File: config.mk
export PLATFORM = sky130hd
export DESIGN_NAME = input_debouncer
export DESIGN_NICKNAME = d
export VERILOG_FILES = /design/src/rtl/input_debouncer.sv
export SDC_FILE = /design/constraint.sdc
export NUM_CORES = 1
export LEC_CHECK = 0
export ABC_AREA = 1
export CORE_UTILIZATION = 35
export DETAILED_ROUTE_END_ITERATION = 7
export DONT_BUFFER_PORTS = 1
export PLACE_DENSITY = 0.52
export SLEW_MARGIN = 5
export SYNTH_ARGS = -nofsm -noshare
export SYNTH_HDL_FRONTEND = slang
export SYNTH_SLANG_ARGS = --single-unit
File: constraint.sdc
create_clock -name clk -period 3.5 [get_ports clk]
set_input_delay 0.525 -clock clk [delete_from_list [all_inputs] [get_ports clk]]
set_output_delay 0.525 -clock clk [all_outputs]
set_load 0.01 [all_outputs]
File: src/rtl/input_debouncer.sv
// input_debouncer
//   Qualifies an already-synchronized level: out follows in only after in has
//   held a new value for STABLE_CYCLES consecutive samples. Each qualified
//   change produces a registered one-cycle rise or fall strobe. Aborted
//   qualifications (glitches) are counted in a saturating counter.
//
//   Optional feature macro: INPUT_DEBOUNCER_GLITCH_CNT_EN
//     defined   : glitch counter and clear are implemented
//     undefined : glitch_count is tied to 0 and clear is ignored
//
//   state    | meaning
//   ---------+------------------------------------------------------------
//   STABLE   | out matches the last qualified level, no candidate pending
//   QUALIFY  | in differs from out, counting consecutive samples of it
module input_debouncer #(
    parameter int   STABLE_CYCLES    = 1000,
    parameter logic RESET_LEVEL      = 1'b0,
    parameter int   GLITCH_CNT_WIDTH = 16
) (
    input  logic                        clk,
    input  logic                        rst_n,
    input  logic                        in,
    input  logic                        clear,
    output logic                        out,
    output logic                        rise,
    output logic                        fall,
    output logic                        busy,
    output logic [GLITCH_CNT_WIDTH-1:0] glitch_count
);

    localparam int CNT_W = $clog2(STABLE_CYCLES + 1);
    // cnt value at which the next matching sample completes qualification
    localparam logic [CNT_W-1:0] CNT_TC = CNT_W'(STABLE_CYCLES - 1);

    generate
        if (STABLE_CYCLES < 1) begin : g_bad_stable_cycles
            $error("input_debouncer: STABLE_CYCLES must be >= 1");
        end
    endgenerate

    typedef enum logic {
        ST_STABLE  = 1'b0,
        ST_QUALIFY = 1'b1
    } state_t;

    state_t           r_state;
    state_t           w_state_nxt;
    logic [CNT_W-1:0] r_cnt;
    logic [CNT_W-1:0] w_cnt_nxt;
    logic             r_out;
    logic             w_out_nxt;
    logic             r_rise;
    logic             r_fall;
    logic             r_busy;
    logic             w_diff;
    logic             w_glitch;

    assign w_diff = in ^ r_out;

    // State, counter and debounced level registers
    always_ff @(posedge clk or negedge rst_n) begin
        if (!rst_n) begin
            r_state <= ST_STABLE;
            r_cnt   <= '0;
            r_out   <= RESET_LEVEL;
        end else begin
            r_state <= w_state_nxt;
            r_cnt   <= w_cnt_nxt;
            r_out   <= w_out_nxt;
        end
    end

    // Next-state logic: qualify a changed level or abandon it on a glitch
    always_comb begin
        w_state_nxt = r_state;
        w_cnt_nxt   = r_cnt;
        w_out_nxt   = r_out;
        w_glitch    = 1'b0;
        case (r_state)
            ST_STABLE: begin
                w_cnt_nxt = '0;
                if (w_diff) begin
                    if (STABLE_CYCLES == 1) begin
                        // a single sample is already enough to qualify
                        w_out_nxt = in;
                    end else begin
                        w_state_nxt = ST_QUALIFY;
                        w_cnt_nxt   = CNT_W'(1);
                    end
                end
            end
            ST_QUALIFY: begin
                if (!w_diff) begin
                    w_glitch    = 1'b1;
                    w_state_nxt = ST_STABLE;
                    w_cnt_nxt   = '0;
                end else if (r_cnt == CNT_TC) begin
                    w_out_nxt   = in;
                    w_state_nxt = ST_STABLE;
                    w_cnt_nxt   = '0;
                end else begin
                    w_cnt_nxt = r_cnt + CNT_W'(1);
                end
            end
            default: begin
                w_state_nxt = ST_STABLE;
                w_cnt_nxt   = '0;
            end
        endcase
    end

    // Edge strobes and busy flag, registered alongside the level
    always_ff @(posedge clk or negedge rst_n) begin
        if (!rst_n) begin
            r_rise <= 1'b0;
            r_fall <= 1'b0;
            r_busy <= 1'b0;
        end else begin
            r_rise <= w_out_nxt & ~r_out;
            r_fall <= ~w_out_nxt & r_out;
            r_busy <= (w_state_nxt == ST_QUALIFY);
        end
    end

    assign out  = r_out;
    assign rise = r_rise;
    assign fall = r_fall;
    assign busy = r_busy;

`ifdef INPUT_DEBOUNCER_GLITCH_CNT_EN
    logic [GLITCH_CNT_WIDTH-1:0] r_glitch_cnt;

    // Saturating glitch counter; clear wins over a same-cycle increment
    always_ff @(posedge clk or negedge rst_n) begin
        if (!rst_n) begin
            r_glitch_cnt <= '0;
        end else if (clear) begin
            r_glitch_cnt <= '0;
        end else if (w_glitch && (r_glitch_cnt != '1)) begin
            r_glitch_cnt <= r_glitch_cnt + GLITCH_CNT_WIDTH'(1);
        end
    end

    assign glitch_count = r_glitch_cnt;
`else
    logic w_unused;

    assign w_unused     = &{1'b0, clear, w_glitch};
    assign glitch_count = '0;
`endif

endmodule

== Yosys cells after proc, flatten, opt, wreduce, memory -nomap -nowiden ==
Index checks and enable logic that the tools add are counted.
Word-level totals
  register bits: 14
  bits in latches: 0
  bits in writable memories: 0
  memory bits (read-only): 0
  logic and storage cells: 24
  memories: 0
Operators by class
  add/sub/neg operators: 1
  multipliers: 0
  div/mod/pow operators: 0
  order comparisons: 0
  equality and inequality tests: 1
  shift-type cells: 0
  mux-type cells: 11
  bitwise operators: 6
  reductions and logical operators: 0
Operator list (count)
  $mux 10: 2
  $pmux 10 s2: 1
  $add 10x1->10 const B: 1
  $eq 10x10->1 const B: 1
  $mux 1: 7
  $not 1->1: 3
  $and 1x1->1: 2
  $pmux 1 s2: 1
  $xor 1x1->1: 1

== Longest topological paths before layout ==
  word-level depth: 6
  mapped depth: 7
  depth with buffers taken out: 7

== Least setup slack after synthesis ==
OpenSTA, ideal clock, no wires.
  kind: register to register
  from: register r_cnt[0]
  to: register r_cnt[5]
  setup time: 0.071 ns
  arrival time: 1.194 ns
  data required time: 3.429 ns
  slack: 2.234 ns
  cell stages (with the launch flop): 7
  path buffers: 0
  path through: dfrtp_1 ha_1 nand2_2 nor2_4 a21oi_2 inv_2 nor2_1
Between the ends
  cells in the longest elaborated chain, start to end: 4
  elaborated cells between the ends (all ways): 5
  classes of those cells: add/sub: 1; eq/ne: 1; mux: 3
RTL lines
  from (decl): line 48  | logic [CNT_W-1:0] r_cnt;
  from (signal assigned): line 68  | r_cnt <= w_cnt_nxt;
  $add 10x1->10 or $eq 10x10->1 (tied branches): line 102, 97
  $mux 10 (*): line 97  | end else if (r_cnt == CNT_TC) begin
  $mux 10 (*): line 93  | if (!w_diff) begin
  $pmux 10 s2 (*): line 79  | case (r_state)
  net w_cnt_nxt[5]: line 49  | logic [CNT_W-1:0] w_cnt_nxt;
The timed path passes the listed nets; every way through them passes the cells marked *.

== Worst setup path after layout ==
Same ends and word-level chain as after synthesis.

==> summary.json <==
{
  "outcome": "complete, no violations",
  "grt_max_degree": 15,
  "wl_per_cell_um": 9.17,
  "data_arrival_time_of_the_worst_path_ns": 1.68,
  "netlist_top_cells_area": "sky130_fd_sc_hd__dfrtp_1 43%, sky130_fd_sc_hd__buf_4 15%, sky130_fd_sc_hd__nand2_1 8.7%, sky130_fd_sc_hd__nor2_1 6.4%, sky130_fd_sc_hd__inv_1 4.6%",
  "final-max-slew-violation-count": 0,
  "remaining_drc_errors": 0,
  "finalCriticalPeriod_ns": 1.47,
  "syn-cell-area_um2": 818,
  "total_power_w": 0.000313,
  "timing.max_slew.rel_slack": 0.580,
  "count_of_nets_left_with_antenna_violations_after_detail_routing": 0,
  "initial_utilization": 0.370,
  "pwr-share-clk": 0.373,
  "layout_worst_path_cycle_share": 0.419,
  "slowest_cell_on_crit_path": "sky130_fd_sc_hd__dfrtp_1",
  "skew_ns": 0.00590,
  "peakVddDrop_uv": 253,
  "cp_endpoint_kind": "register",
  "finalNonFillerCells": 132,
  "finalHoldViolCount": 0,
  "tightest_slew_ns": 0.628,
  "gr-total-overflow": 0,
  "worstSkewPairLatency_ns": 0.28,
  "cp_slowest_stage_delay_ns": 0.44,
  "final_nets": 110,
  "combinational_share_of_power": 0.078,
  "max_clock_freq_mhz": 681,
  "switching_share": 0.252,
  "detailroute.via_count": 532,
  "power_density_cells_mw_per_mm2": 375,
  "finalSetupViolCount": 0,
  "post_syn_instances": 100,
  "hpwlAfterDp_um": 950,
  "cts.reportedPaths.clkPinSlew_ns": 0.09,
  "cts_root_buffer": "sky130_fd_sc_hd__clkbuf_4",
  "static_leakage_power_nw": 0.421,
  "place.gp.congestion": 0.751,
  "clock_tree_from_tritoncts": "done",
  "crit_chain": "ha_1 > nand2_2 > nor2_4 > a21oi_2 > inv_2 > nor2_1",
  "internal_power_w": 0.000234,
  "global_route.usage.total": 0.113,
  "grt_pass1_wl_um": 2080,
  "post-synth-top-area-cell": "sky130_fd_sc_hd__dfrtp_1",
  "cts.repair_timing.setup_buffer_count": 0,
  "initial_antenna_violation_count": 0,
  "worst_ep_required_time_ns": 3.71,
  "core.rowCount": 17,
  "die_width_um": 50.4,
  "core-area_mm2": 0.00221,
  "finish.utilization": 0.378,
  "setup_repair_after_global_routing_missed_its_margin": "no",
  "synthesis.yosys.warnings": 0,
  "wirelength_um": 1210,
  "dr.pass1.iters": 4,
  "placement.cell_area_um2": 790,
  "setup.worst_path.class": "reg2reg",
  "floorplan.io_pins": 24,
  "detailed_router_s_first_iteration_violation_count": 11,
  "avg_inst_size_synth_um2": 8.18,
  "tritoncts_num_sinks": 14,
  "fin_tns_setup_ns": 0,
  "die_h_um": 50.4,
  "post-route-cell-area_um2": 836,
  "holdCritPathClass": "in2reg",
  "critical_path.max_fanout": 6,
  "cts_made_buffers": 3,
  "antenna_cells_inserted": 0,
  "area.growth.synth_to_final_pct": 2.14,
  "synthDistinctLibCells": 22,
  "seq_power_share": 0.549,
  "port_buffers": 0,
  "clockBufferDepth": 2,
  "place.detailed.instances": 127,
  "grt_pass1_vias": 489,
  "cap_violations": 0,
  "synth_top_area_share": 0.428,
  "route.detailed.vias_per_inst": 4.03,
  "cts_htree_levels": 1,
  "part_of_the_yosys_area_used_for_sequential_elements": 0.428,
  "power.switching_w": 0.0000790,
  "layout_cells_sized_above_1": 0.125,
  "die-area_mm2": 0.00254,
  "crit_path_start_kind": "register",
  "synth.ff_latch_count": 14
}
[worst paths after layout]
kind	startpoint	to	slack [ns]	depth (start not counted)
setup reg to reg	r_cnt[0]$_DFF_PN0_	r_cnt[5]$_DFF_PN0_	2.03	6
min in group asynchronous	rst_n	r_cnt[8]$_DFF_PN0_	0.69	1
hold / removal	in	fall$_DFF_PN0_	0.30	1
hold reg to reg	r_cnt[6]$_DFF_PN0_	r_cnt[6]$_DFF_PN0_	0.55	2
max in group asynchronous	rst_n	r_cnt[1]$_DFF_PN0_	2.40	1
setup / recovery	r_cnt[0]$_DFF_PN0_	r_cnt[5]$_DFF_PN0_	2.03	6
[kinds of logic (layout without fill, tap and decap cells)]
family / Yosys count / in the layout / share of synthesized area
other: 1 / 16 / 0.00458
buffers and inverters: 28 / 17 / 0.202
adder cells (fa/ha/maj): 1 / 1 / 0.0153
AO/OA/AOI/OAI: 4 / 4 / 0.0306
flip-flops: 14 / 14 / 0.428
XOR/XNOR: 4 / 4 / 0.0428
AND/OR/NAND/NOR: 48 / 48 / 0.277
[worst max-delay path: cells and delay by family, from the launching register on]
family          cells  cell delay (ns)
flops               1             0.44
simple gates        3             0.32
compound gates      1             0.27
fa+ha+maj           1             0.25
buf+inv             1             0.12
[metal layers]
layer / wire, um / GRT usage
met1: 595 / 0.147
met2: 541 / 0.160
met3: 50 / 0.0364
met4: 23 / 0.0694
met5: 0 / 0
[sequential cells by signal, summed over array words and instances (netlist names)]
register / count
r_cnt: 10
busy: 1
fall: 1
out: 1
rise: 1
[layout make-up]
cell class                 count  area, um^2
sequential                    14         350
fill                         249        1380
tap                           28        35.0
multi-input combinational     73         359
inverter                      12        45.0
timing repair buffer           1        10.0
clock buffer                   4        36.3
[cell usage in the layout, fill, tap and decap left out]
master | netlist | final
sky130_fd_sc_hd__a21oi_2 | 1 | 1
sky130_fd_sc_hd__a31oi_1 | 1 | 1
sky130_fd_sc_hd__and3_1 | 1 | 1
sky130_fd_sc_hd__clkbuf_4 | 0 | 3
sky130_fd_sc_hd__clkbuf_8 | 0 | 1
sky130_fd_sc_hd__conb_1 | 1 | 16
sky130_fd_sc_hd__dfrtp_1 | 14 | 14
sky130_fd_sc_hd__dlygate4sd3_1 | 0 | 1
sky130_fd_sc_hd__ha_1 | 1 | 1
sky130_fd_sc_hd__inv_1 | 10 | 10
sky130_fd_sc_hd__inv_2 | 2 | 2
sky130_fd_sc_hd__nand2_1 | 19 | 19
sky130_fd_sc_hd__nand2_2 | 1 | 1
sky130_fd_sc_hd__nand3_1 | 5 | 5
sky130_fd_sc_hd__nand3_2 | 2 | 2
sky130_fd_sc_hd__nand4_1 | 1 | 1
sky130_fd_sc_hd__nor2_1 | 14 | 14
sky130_fd_sc_hd__nor2_2 | 1 | 1
sky130_fd_sc_hd__nor2_4 | 2 | 2
sky130_fd_sc_hd__nor3_1 | 2 | 2
sky130_fd_sc_hd__o21ai_0 | 1 | 1
sky130_fd_sc_hd__o21ai_1 | 1 | 1
sky130_fd_sc_hd__xnor2_1 | 2 | 2
sky130_fd_sc_hd__xor2_1 | 2 | 2
[power by group through the flow]
stage                      logic, W  clock network (W)  registers (W)
after floorplan           0.0000313                  0       0.000174
after global placement    0.0000204                  0       0.000175
after detailed placement  0.0000204                  0       0.000175
after CTS                 0.0000247           0.000123       0.000172
after global routing      0.0000288           0.000130       0.000173
final                     0.0000243           0.000117       0.000172
[per-stage QoR]
stage                     hold WS [ns]  worst slack [ns]
after floorplan                  0.229              2.23
after global placement           0.230              2.05
after detailed placement         0.230              2.04
after CTS                        0.294              2.01
after global routing             0.280              1.92
final                            0.304              2.03
[cell usage after synthesis (all sizes together)]
library cell	count
nand2	20
nor2	17
buf	16
dfrtp	14
inv	12
nand3	7
nor3	2
o21ai	2
xnor2	2
xor2	2
a21oi	1
a31oi	1
and3	1
conb	1
ha	1
nand4	1
[what timing repair did]
action | CTS | global route
endpoints found under the hold margin | 14 | 0
hold buffers | 1 | 0
resized for setup | 0 | 0
Note: power is estimated with default switching activity, not from simulation.
